## src/rtl/muldiv_sched_pkg.sv

```systemverilog
// Shared ALU package: scheduler FSM states and the mul/div function codes
// carried in bits [4:0] of the 7-bit ALU opcode.
package muldiv_sched_pkg;

  typedef enum logic [2:0] {
    S_IDLE,
    S_ISSUE,
    S_WAIT,
    S_DRAIN,
    S_RESP
  } state_t;

  localparam logic [4:0] FN_MUL    = 5'b11000;
  localparam logic [4:0] FN_MULH   = 5'b11001;
  localparam logic [4:0] FN_MULHSU = 5'b11010;
  localparam logic [4:0] FN_MULHU  = 5'b11011;
  localparam logic [4:0] FN_DIV    = 5'b11100;
  localparam logic [4:0] FN_DIVU   = 5'b11101;
  localparam logic [4:0] FN_REM    = 5'b11110;
  localparam logic [4:0] FN_REMU   = 5'b11111;

endpackage

```

## src/rtl/muldiv_sched_rr_arb2.sv

```systemverilog
// Two-way round-robin arbiter; the pointer remembers the last winner and
// only moves when the caller reports a completed grant.
module rr_arb2 (
  input  logic       clk,
  input  logic       rst_n,
  input  logic [1:0] req,
  input  logic       advance,
  output logic [1:0] grant
);

  // 1 means requester 1 won last, so requester 0 wins the next tie
  logic last;

  always_comb begin
    grant = '0;
    if (req[0] && (!req[1] || last)) begin
      grant[0] = 1'b1;
    end else if (req[1]) begin
      grant[1] = 1'b1;
    end
  end

  always_ff @(posedge clk or negedge rst_n) begin
    if (!rst_n) begin
      last <= 1'b1;
    end else if (advance) begin
      last <= grant[1];
    end
  end

endmodule

```

## src/rtl/muldiv_sched.sv

```systemverilog
// Two-requester scheduler for a shared mul/div ALU: arbitrate, issue, wait,
// respond, with flush/drain. Optional perf counters under MULDIV_SCHED_PERF_EN.
module muldiv_sched
  import muldiv_sched_pkg::*;
#(
  parameter int unsigned XLEN  = 64,
  parameter int unsigned TAG_W = 4
) (
  input  logic             clk,
  input  logic             rst_n,
  input  logic             req0_valid,
  output logic             req0_ready,
  input  logic [6:0]       req0_op,
  input  logic [XLEN-1:0]  req0_a,
  input  logic [XLEN-1:0]  req0_b,
  input  logic [TAG_W-1:0] req0_tag,
  input  logic             req1_valid,
  output logic             req1_ready,
  input  logic [6:0]       req1_op,
  input  logic [XLEN-1:0]  req1_a,
  input  logic [XLEN-1:0]  req1_b,
  input  logic [TAG_W-1:0] req1_tag,
  input  logic             flush,
  output logic             alu_en,
  output logic [6:0]       alu_op,
  output logic [XLEN-1:0]  alu_in0,
  output logic [XLEN-1:0]  alu_in1,
  input  logic             alu_ready,
  input  logic             alu_valid,
  input  logic [XLEN-1:0]  alu_out,
  output logic             rsp_valid,
  input  logic             rsp_ready,
  output logic [XLEN-1:0]  rsp_data,
  output logic [TAG_W-1:0] rsp_tag,
  output logic             rsp_src,
`ifdef MULDIV_SCHED_PERF_EN
  output logic [31:0]      perf_grant0,
  output logic [31:0]      perf_grant1,
  output logic [31:0]      perf_stall,
`endif
  output logic             busy
);

  state_t     state, state_nxt;
  logic [1:0] grant;
  logic       take;
  logic       capture;

  rr_arb2 u_arb (
    .clk     (clk),
    .rst_n   (rst_n),
    .req     ({req1_valid, req0_valid}),
    .advance (take),
    .grant   (grant)
  );

  assign take = req0_ready | req1_ready;
  assign busy = (state != S_IDLE);

  always_ff @(posedge clk or negedge rst_n) begin
    if (!rst_n) begin
      state <= S_IDLE;
    end else begin
      state <= state_nxt;
    end
  end

  // rst_n gates the grant so no ready escapes while reset holds us in IDLE
  always_comb begin
    state_nxt  = state;
    req0_ready = 1'b0;
    req1_ready = 1'b0;
    alu_en     = 1'b0;
    rsp_valid  = 1'b0;
    capture    = 1'b0;
    case (state)
      S_IDLE: begin
        if (rst_n && !flush && (grant != 2'b00)) begin
          req0_ready = grant[0];
          req1_ready = grant[1];
          state_nxt  = S_ISSUE;
        end
      end
      S_ISSUE: begin
        if (flush) begin
          state_nxt = S_IDLE;
        end else if (alu_ready) begin
          alu_en    = 1'b1;
          state_nxt = S_WAIT;
        end
      end
      S_WAIT: begin
        // a result landing in the flush cycle is dropped here; nothing left to drain
        if (flush) begin
          state_nxt = alu_valid ? S_IDLE : S_DRAIN;
        end else if (alu_valid) begin
          capture   = 1'b1;
          state_nxt = S_RESP;
        end
      end
      S_DRAIN: begin
        if (alu_valid) begin
          state_nxt = S_IDLE;
        end
      end
      S_RESP: begin
        if (flush) begin
          state_nxt = S_IDLE;
        end else begin
          rsp_valid = 1'b1;
          if (rsp_ready) begin
            state_nxt = S_IDLE;
          end
        end
      end
      default: state_nxt = S_IDLE;
    endcase
  end

  always_ff @(posedge clk or negedge rst_n) begin
    if (!rst_n) begin
      alu_op   <= '0;
      alu_in0  <= '0;
      alu_in1  <= '0;
      rsp_tag  <= '0;
      rsp_src  <= 1'b0;
      rsp_data <= '0;
    end else begin
      if (take) begin
        alu_op  <= req1_ready ? req1_op  : req0_op;
        alu_in0 <= req1_ready ? req1_a   : req0_a;
        alu_in1 <= req1_ready ? req1_b   : req0_b;
        rsp_tag <= req1_ready ? req1_tag : req0_tag;
        rsp_src <= req1_ready;
      end
      if (capture) begin
        rsp_data <= alu_out;
      end
    end
  end

`ifdef MULDIV_SCHED_PERF_EN
  always_ff @(posedge clk or negedge rst_n) begin
    if (!rst_n) begin
      perf_grant0 <= '0;
      perf_grant1 <= '0;
      perf_stall  <= '0;
    end else begin
      if (req0_ready) perf_grant0 <= perf_grant0 + 32'd1;
      if (req1_ready) perf_grant1 <= perf_grant1 + 32'd1;
      if ((state == S_ISSUE) && !alu_ready) perf_stall <= perf_stall + 32'd1;
    end
  end
`endif

endmodule

```

## config.mk

```make
export PLATFORM = sky130hd
export DESIGN_NAME = muldiv_sched
export DESIGN_NICKNAME = d
export VERILOG_FILES = /design/src/rtl/muldiv_sched_pkg.sv /design/src/rtl/muldiv_sched_rr_arb2.sv /design/src/rtl/muldiv_sched.sv
export SDC_FILE = /design/constraint.sdc
export NUM_CORES = 1
export LEC_CHECK = 0
export BUFFER_PORTS_ARGS = -buffer_cell sky130_fd_sc_hd__buf_2
export CAP_MARGIN = 0
export CORE_AREA = 2 2 217 219
export CTS_CLUSTER_DIAMETER = 50
export DETAILED_ROUTE_END_ITERATION = 16
export DIE_AREA = 0 0 219 221
export PLACE_DENSITY_LB_ADDON = 0.05
export SLEW_MARGIN = 30
export SYNTH_ARGS = -nofsm -noshare
export SYNTH_HDL_FRONTEND = slang
export SYNTH_SLANG_ARGS = --single-unit
```

## constraint.sdc

```tcl
create_clock -name clk -period 5.1 [get_ports clk]
set_input_delay 0.255 -clock clk [delete_from_list [all_inputs] [get_ports clk]]
set_output_delay 0.255 -clock clk [all_outputs]
set_load 0.05 [all_outputs]
```

* Word-level counts from Yosys, hierarchy flattened
Cells that the tools add are included.
** Word-level totals
- Bits in registers :: 208
- Output and inout port bits :: 209
- Logic and storage cells :: 57
- Input bits :: 350
** Cells by class
- Reductions and logical operators :: 10
- Bitwise logic cells :: 1
- Equality and inequality tests :: 9
- Muxes and demuxes :: 29
** Operator list (number)
- 64-bit two-way mux :: 2
- 3-bit two-way mux :: 8
- 1-bit two-way mux :: 15
- 3-bit one-hot mux with 5 select lines :: 1
- 3-bit != test, second input constant :: 3
- 7-bit two-way mux :: 1
- 3-bit by 2-bit == test with 1-bit output, second input constant :: 2
- 5-bit AND reduction :: 1
- 4-bit two-way mux :: 1
- 2-bit != test, second input constant :: 2
- 3-bit by 1-bit == test with 1-bit output, second input constant :: 1
- 3-bit == test, second input constant :: 1
- 1-bit logical AND :: 3
- 3-bit zero test :: 1
- 3-bit nonzero test :: 1
- 1-bit zero test :: 2
- 2-bit two-way mux :: 1
- 2-bit nonzero test :: 1
- 1-bit logical OR :: 1
- 1-bit bitwise OR :: 1

* Depth between registers and ports, before layout
Gate-level depths: netlist of the first run.
- Depth in word-level cells :: 9
- Mapped depth :: 6
- Gate-level depth less buffers :: 4

* Modules after synthesis
From an unflattened synthesis of the first run, not the netlist that was laid out.
** Unflattened totals
- Cells, all modules :: 1147
- Area total of the unflattened synthesis :: 11372.2 µm²
** Modules (own cells, without submodules)
- muldiv_sched :: times used 1, area an instance 11308.3 µm², cells an instance 1142, sequential area each 5180.0 µm²
- rr_arb2 :: times used 1, area an instance 63.8 µm², cells an instance 5, sequential area each 26.3 µm²

* Least setup slack after synthesis of the first run
OpenSTA, ideal clock, no wires.
- Path kind :: register -> output
- Start point :: register state[2]
- End point :: output req0_ready
- Setup slack :: 2879 ps
- Data arrival time :: 1966 ps
- Path buffers :: 2
- Required time :: 4845 ps
- Stages on the path, launching flop included :: 6
- Cells stage by stage :: dfrtp_1 or3_4 nor4b_4 buf_4 buf_4 and3_1
** On the way
- Word-level cells in the longest chain between the ends :: 2
** RTL lines
- start, declared :: line muldiv_sched.sv:44 : state_t state, state_nxt;
- start signal, assigned :: line muldiv_sched.sv:64 : state <= state_nxt;
- 3-bit zero test :: line muldiv_sched.sv:76 : case (state)
- 1-bit two-way mux :: line muldiv_sched.sv:76
- end, declared :: line muldiv_sched.sv:12 : output logic req0_ready,
Every way passes these cells.

* Final worst setup path of the first run
Ends and elaborated chain as after synthesis.

==> results of run 1 <==
-- registers in the layout, summed over array words and instances (netlist names) --
register	flops
alu_in0	64
alu_in1	64
alu_op	7
rsp_data	64
rsp_src	1
rsp_tag	4
state	3
u_arb.last	1
-- placed cells by master, fill, tap and decap left out, drive strengths merged --
cell type	n
dfstp	1
dfrtp	207
nor2	143
or3	1
o221ai	1
inv	4
nand4	1
mux2	65
nor4b	1
clkinv	7
nand2b	3
a22oi	1
bufinv	8
clkinvlp	4
dlygate4sd3	140
a21oi	141
nand3	1
a21o	1
a21boi	1
and2	1
buf	568
and3	2
nand2	3
diode	1
nor3b	3
clkbuf	50
o21ai	2
mux2i	139
-- worst max-delay path, delay by kind of cell, from the launching register on --
| family | cells | cell delay, ns |
|---|---|---|
| flip-flops | 1 | 0.44 |
| AND/OR/NAND/NOR | 3 | 1.02 |
| buffers and inverters | 2 | 0.85 |
-- repair_timing --
action / in CTS / in global routing
hold buffers: 140 / 0
endpoints found under the hold margin: 149 / 0
setup buffers: 0 / 0
-- through the flow --
| step | area (sq um) | util, % | std cells | setup WS [ns] |
|---|---|---|---|---|
| 4_1_cts | 15200 | 33.1 | 2105 | 1.81 |
| 3_5_place_dp | 12400 | 26.9 | 1893 | 2.41 |
| 6_report | 15300 | 33.2 | 2107 | 1.86 |
| 2_1_floorplan | 9000 | - | 773 | 2.88 |
| 5_1_grt | 15300 | 33.2 | 2106 | 1.65 |
| 3_3_place_gp | 12400 | 26.9 | 1893 | 2.46 |
-- power by group --
part / switching [uW] / internal (uW) / leakage [uW] / total, uW
clock network: 919 / 1940 / 0.000701 / 2860
registers: 389 / 2450 / 0.00240 / 2840
logic: 4070 / 1350 / 0.00442 / 5420
-- layer usage --
layer  up-vias  wire [microns]  track usage, %
met5         -              38               0
met2       355           17500            25.1
met1      3936           14000            16.1
li1       4097               -               -
met3        54            3820            5.98
met4         6             746            4.53
-- cells by family after synthesis --
kind of cell	Yosys count	share of synthesized area, %
mux	204	23.6
compound gates	147	8.30
flops	208	57.8
buf+inv	55	3.03
simple gates	159	7.27
-- worst min path at each step --
stage,cells past startpoint,endpoint
after floorplan,0,alu_in0[0]
after global placement,1,alu_in0[43]
after detailed placement,1,alu_in0[43]
after CTS,3,alu_in1[6]
after global routing,3,alu_in1[25]
final,3,alu_in0[58]
-- final cells by class --
| class | instances | area (sq um) |
|---|---|---|
| Fill cell | 4898 | 30800 |
| Sequential cell | 208 | 5210 |
| Timing Repair Buffer | 708 | 4330 |
| Multi-Input combinational cell | 510 | 3540 |
| Clock buffer | 50 | 1110 |
| Tap cell | 607 | 759 |
| Clock inverter | 22 | 335 |
| Inverter | 1 | 3.75 |
| Antenna cell | 1 | 2.50 |
==> results.ini, run 1 <==
[run_status]
outcome=complete, no violations

[hold_path]
holdCritStartpoint=req1_a[58]
hold_class=in2reg

[placed_design]
gp_congestion=0.749
port_buffers=558
dp_hpwl_microns=26800

[setup_path]
crit_path_max_fanout=194
worstSetupStartpoint=state[2]
cpPeakStageDelay_ns=0.58
rr_startpoint=u_arb.last
r2r_cells=5
crit_path_end_kind=output port
cp_slowest_cell=buf_12
required_ns=4.85
rrSetupSlack_ns=2.73
reg2reg_to=alu_op[6]
path_class=reg2out
cp.arrival_ns=2.99
cp_cell_sequence=or3_4 > nor4b_4 > buf_12 > and3_1 > buf_2
crit_path_start_kind=flip-flop
endpoint=req0_ready

[timing]
slew_headroom_pct=39.2
tightestPinTransition_ns=0.912
post-route-period-util_pct=63.6
setup_viol=0
finClkSkew_ns=0.0118
timing.final.crit_period_ns=3.24
fmax_mhz=308
slew_violations=0
rsz0062_at_grt=false
tns_ns=0
hold_viol=0
worst_hold_slack_ns=0.0359

[clock_network]
cts_max_level=2
clk_pin_slew_worst_paths_ns=0.05
cts_root_buf=clkbuf_16
cts_sinks=208
cts_made_buffers=40
clock_path_buffers=3
post_cts_resized=0
clock_latency_ns=0.54
cts_tree=built

[yosys]
synth_area_per_cell_sq_um=11.6
synth_top_cells_by_count=dfrtp_1 (207), nor2_1 (143), a21oi_1 (141), mux2i_1 (139), mux2_2 (65)
yosysMostFrequentCell=dfrtp_1
seq_area_frac_synth_pct=57.8
synth_area_leaders=dfrtp_1 (58%), mux2i_1 (15%), mux2_2 (8.1%)
syn_inst=773
synthArstFlopShare_pct=100
syn-cell-area_sq_um=9000
synth.top_cell.area_share_pct=57.5
yosysTopAreaCell=dfrtp_1
yosysUniqueCellTypes=25
synth_fp_nets=1123
synth_edf_count=0
yosys_warnings=0
ys_ff_latch=208
synthFlopType=dfrtp_1

[routing]
vias=8448
first_pass_iters=4
drc=0
routed_wl_microns=36100
first_iter_violations=266
avgRoutedWirePerCell_microns=17.1
drtAntennaViolNets=0
avgViaCountPerCell=4.01

[grt]
grt_pass1_vias=8896
grt_use_total_pct=14.5
overflow=0
grt_pass1_wl_microns=53200
grt_max_degree=195
antenna_found_initial=5

[floorplanning]
die_height_microns=221
core_sq_um=46100
start_util_pct=19.5
io_pins=559
rows=79
die-area_sq_um=48400
die_w_microns=219

[cells_and_area]
drive_above_1_share_pct=47.0
syn_to_final_growth_pct=69.7
final_nets=1819

[pwr]
p_per_area_nw_per_um2=728
power_uw=11100
p_leak_uw=0.00752
max-vdd-ir-drop_v=0.000488

[run]
cap_violations=0

No activity file was read; power rests on OpenSTA's default activity.
==> inputs of run 2 (changes only) <==
CORE_AREA = 2 2 216 218   (was 2 2 217 219)
DIE_AREA = 0 0 218 220   (was 0 0 219 221)
clock period = 3.35 ns   (was 5.1 ns; I/O delays follow)
==> results.ini, run 2 (synthesis results as in run 1) <==
[run_status]
outcome=complete, no violations

[timing]
finClkSkew_ns=0.0129  ; +0.00111 ns
post-route-period-util_pct=77.9
slew_violations=0  ; unchanged
rsz0062_at_grt=false
hold_viol=0  ; unchanged
slew_headroom_pct=40.2  ; +0.98 points
fin_ws_ns=0.742  ; -1.12 ns
setup_viol=0  ; unchanged
fmax_mhz=383
tightestPinTransition_ns=0.897  ; -0.0147 ns
timing.final.crit_period_ns=2.61
tns_ns=0  ; unchanged

[clock_network]
cts_max_level=2  ; unchanged
cts_tree=built
cts_sinks=208  ; unchanged
cts_root_buf=clkbuf_16
clock_path_buffers=3  ; unchanged
clk_pin_slew_worst_paths_ns=0.05  ; about the same
cts_made_buffers=37  ; -7.5%
clock_latency_ns=0.53  ; about the same

[setup_path]
required_ns=3.18  ; -1.67 ns
critPathTopFamily=simple AND/OR/NAND/NOR gates
path_class=reg2out
cpPeakStageDelay_ns=0.44  ; -0.14 ns
crit_path_start_kind=flip-flop
crit_cells=5  ; unchanged
rrSetupSlack_ns=1.03  ; -1.70 ns
r2r_cells=6  ; +1
cp.arrival_ns=2.44  ; -0.55 ns
cp_slowest_cell=dfrtp_1
critPathBufInv=2  ; unchanged
cp_cell_sequence=or3_4 > nor4b_4 > buf_12 > and3_1 > buf_2
crit_path_max_fanout=41  ; -79%
crit_path_end_kind=output port

[pwr]
p_per_area_nw_per_um2=975  ; +34%
max-vdd-ir-drop_v=0.000577  ; +18%
p_leak_uw=0.00824  ; +9.6%

[hold_path]
hold_depth=3  ; unchanged
hold_class=in2reg

[placed_design]
dp_cells=1894  ; +0.053%
port_buffers=558  ; unchanged
gp_congestion=0.753  ; +0.56%
dp_hpwl_microns=26700  ; -0.39%
dp_slack_ns=1.07  ; -1.34 ns

[routing]
avgViaCountPerCell=3.99  ; -0.61%
vias=9162  ; +8.5%
first_iter_violations=289  ; +8.6%
first_pass_iters=4  ; unchanged
drc=0  ; unchanged
drtAntennaViolNets=0  ; unchanged
routed_wl_microns=36800  ; +2.0%
avgRoutedWirePerCell_microns=16.0  ; -6.6%

[cells_and_area]
drive_above_1_share_pct=41.4  ; -5.7 points
syn_to_final_growth_pct=89.4
mostFrequentLayoutCell=buf_2
reg.largest.list=alu_in0 x64, alu_in1 x64, rsp_data x64
final_cell_mix=buf_2 (557), dlygate4sd3_1 (337), dfrtp_1 (207), nor2_1 (143), a21oi_1 (141)
instances_no_fill=2299  ; +9.1%
final_nets=2013  ; +11%

[floorplanning]
start_util_pct=19.6  ; +0.084 points
die_w_microns=218  ; -0.46%
core_sq_um=45900  ; -0.43%
io_pins=559  ; unchanged
rows=79  ; unchanged
die_height_microns=220  ; -0.45%
die-area_sq_um=48000  ; -0.91%

[grt]
grt_pass1_wl_microns=54400  ; +2.3%
antenna_found_initial=4  ; -1
overflow=0  ; unchanged
grt_pass1_vias=9617  ; +8.1%
grt_max_degree=150  ; -23%
grt_use_total_pct=14.8  ; +0.25 points

[run]
cap_violations=0  ; unchanged

-- run 2: changes by cell type in the layout (fill, tap and decap cells not counted), moves of 2 or more --
cell           delta
buf_12            +3
bufinv_16         -6
clkbuf_16         -2
clkinv_4          +2
dlygate4sd3_1   +197
inv_6             -2
-- run 2: final timing paths --
path | end | from
max | req0_ready | state[2]
max in group asynchronous | alu_in0[3] | rst_n
min reg2reg | rsp_src | rsp_src
max reg2reg | alu_in1[13] | state[2]
min | alu_in0[27] | req0_a[27]
min in group asynchronous | alu_in0[52] | rst_n
-- run 2: repair_timing --
item | CTS | global route
buffers inserted | 0 | 0
gates resized for setup | 0 | 0
hold buffers | 337 | 0
hold endpoints to repair | 364 | 0
-- run 2: power by group --
group	internal, uW	switching [uW]
Sequential	3730	595
Clock	2390	1320
Combinational	2340	6260
-- run 2: worst reg2reg max path, delay by kind of cell (launching register included) --
kind                   cells  cell delay, ns
AOI/OAI and AO/OA          1            0.14
buffers and inverters      2            0.71
and+or+nand+nor            3            0.95
DFF                        1            0.44
-- run 2: final cells by class --
cell class,instances,area (sq um)
Inverter,1,3.75
Clock buffer,48,1060
Fill cell,4659,28800
Timing Repair Buffer,905,6310
Tap cell,607,759
Multi-Input combinational cell,510,3540
Clock inverter,18,168
Antenna cell,2,5.00
Sequential cell,208,5210
-- run 2: metrics by stage --
step	instance area [sq um]	hold WS, ns	power (uW)	utilization [%]
after global placement	12400	-0.0121	12600	27.1
after global routing	17000	0.0308	17600	37.2
final	17100	0.0137	16600	37.2
after CTS	17000	0.00130	16900	37.2
after floorplan	9000	-0.128	10200	-
after detailed placement	12400	-0.0106	12600	27.1
-- run 2: layer usage --
layer  vias to the layer above  share of wire, %  track usage [%]
met4                         4               2.5             5.62
met3                        62               9.8             5.96
met5                         -             0.057                0
met2                       351                49             25.6
met1                      4256                38             16.1
li1                       4489                 -                -
==> inputs of run 3 (changes only) <==
clock period = 2.45 ns   (was 3.35 ns; I/O delays follow)
==> results.ini, run 3 (synthesis results as in run 1) <==
[setup_path]
cp_slowest_cell=dfrtp_2
critPathBufInv=2  ; unchanged
path_class=reg2out
critPathTopFamily=simple AND/OR/NAND/NOR gates
endpoint=req1_ready
crit_path_end_kind=output port
cp.arrival_ns=2.20  ; -0.24 ns
crit_path_start_kind=flip-flop
worstSetupStartpoint=state[2]
cpPeakStageDelay_ns=0.44  ; about the same
rrSetupSlack_ns=0.23  ; -0.80 ns
r2r_cells=6  ; unchanged
rr_startpoint=u_arb.last
required_ns=2.33  ; -0.85 ns
reg2reg_to=alu_in1[1]
crit_path_max_fanout=8  ; -80%
cp_cell_sequence=or3_4 > nor4b_4 > buf_12 > and2_1 > buf_4
crit_cells=5  ; unchanged

[clock_network]
cts_made_buffers=37  ; unchanged
cts_max_level=2  ; unchanged
cts_root_buf=clkbuf_16
clock_path_buffers=3  ; unchanged
cts_tree=built
clk_pin_slew_worst_paths_ns=0.04  ; about the same
clock_latency_ns=0.54  ; about the same
cts_sinks=208  ; unchanged

[grt]
antenna_found_initial=4  ; unchanged
grt_pass1_wl_microns=55000  ; +1.1%
grt_max_degree=118  ; -21%
busiest_layer=met2
use_met3_pct=5.56  ; -0.40 points
overflow=0  ; unchanged
grt_pass1_vias=9838  ; +2.3%
grt_use_total_pct=14.9  ; +0.15 points
met2_usage_pct=25.5  ; -0.095 points
grt_use_met1_pct=16.4  ; +0.33 points

[run_status]
outcome=complete, no violations

[routing]
avgRoutedWirePerCell_microns=15.9  ; -0.53%
routed_wl_microns=37000  ; +0.51%
first_pass_iters=4  ; unchanged
avgViaCountPerCell=3.98  ; -0.16%
first_iter_violations=320  ; +11%
vias=9243  ; +0.88%
drtAntennaViolNets=0  ; unchanged
drc=0  ; unchanged

[floorplanning]
die_height_microns=220  ; unchanged
io_pins=559  ; unchanged
die-area_sq_um=48000  ; unchanged
start_util_pct=19.6  ; unchanged
core_sq_um=45900  ; unchanged
die_w_microns=218  ; unchanged
rows=79  ; unchanged

[timing]
hold_viol=0  ; unchanged
slew_violations=0  ; unchanged
timing.final.crit_period_ns=2.32
fmax_mhz=430
tns_ns=0  ; unchanged
worst_hold_slack_ns=0.0866  ; +0.0729 ns
setup_viol=0  ; unchanged
tightestPinTransition_ns=0.759  ; -0.139 ns
post-route-period-util_pct=94.9
slew_headroom_pct=49.4  ; +9.3 points
fin_ws_ns=0.126  ; -0.616 ns
rsz0062_at_grt=false
finClkSkew_ns=0.0183  ; +0.00532 ns

[placed_design]
gp_congestion=0.768  ; +2.1%
dp_slack_ns=0.389  ; -0.677 ns
port_buffers=558  ; unchanged
dp_hpwl_microns=26800  ; +0.33%

[pwr]
max-vdd-ir-drop_v=0.000767  ; +33%
p_leak_uw=0.00840  ; +1.9%
p_per_area_nw_per_um2=1330  ; +36%

[cells_and_area]
reg.largest.list=alu_in0 x64, alu_in1 x64, rsp_data x64
drive_above_1_share_pct=41.6  ; +0.24 points
final_nets=2036  ; +1.1%
final_cell_mix=buf_2 (555), dlygate4sd3_1 (350), dfrtp_1 (206), nor2_1 (143), a21oi_1 (141)
syn_to_final_growth_pct=93.5
mostFrequentLayoutCell=buf_2

[hold_path]
hold_class=in2reg

[run]
cap_violations=0  ; unchanged

[run 3: how the worst min path moves through the flow]
| stage | startpoint | endpoint | slack (ns) | cells past startpoint |
|---|---|---|---|---|
| floorplan | rst_n | alu_in0[0] | -0.17 | 0 |
| global placement | rst_n | alu_in0[51] | -0.08 | 1 |
| detailed placement | rst_n | alu_in0[51] | -0.08 | 1 |
| CTS | flush | state[0] | 0.05 | 4 |
| global route | flush | state[0] | 0.1 | 4 |
| finish | flush | state[0] | 0.09 | 4 |
[run 3: layout make-up]
type                            instances  area (sq um)
Sequential cell                       208          5210
Inverter                                1          3.75
Antenna cell                            2          5.00
Multi-Input combinational cell        510          3540
Fill cell                            4650         28400
Clock inverter                         23           279
Clock buffer                           44          1000
Tap cell                              607           759
Timing Repair Buffer                  928          6620
[run 3: tightest hold or removal path, cell delays in order]
cell     delay, ns
buf_2         0.14
nor2_1        0.08
o21ai_0       0.12
a22oi_1       0.10
[run 3: metrics by stage]
stage | utilization [%] | power (uW) | instances | area (sq um)
after global placement | 27.4 | 17300 | 1899 | 12600
final | 38.0 | 23100 | 2323 | 17400
after global routing | 38.0 | 24400 | 2322 | 17400
after detailed placement | 27.4 | 17300 | 1899 | 12600
after CTS | 38.0 | 23500 | 2321 | 17400
after floorplan | - | 14000 | 773 | 9000
[run 3: power breakdown]
part / switching [uW] / leakage (uW) / internal (uW)
clock network: 1900 / 0.000613 / 3390
registers: 826 / 0.00240 / 5100
logic: 8590 / 0.00538 / 3290
total: 11300 / 0.00840 / 11800
[run 3: timing repair]
item,CTS,global route
resized for setup,3,0
hold buffers,350,0
pin swaps,1,1
hold endpoints to repair,414,0
endpoints found under the setup margin,2,2
cloned,1,0
buffers inserted,4,0
[run 3: metal layers]
| metal | vias to the layer above | share of wire (%) |
|---|---|---|
| met4 | 0 | 3.6 |
| met3 | 72 | 9.0 |
| li1 | 4540 | - |
| met2 | 358 | 48 |
| met5 | - | 0 |
| met1 | 4273 | 39 |
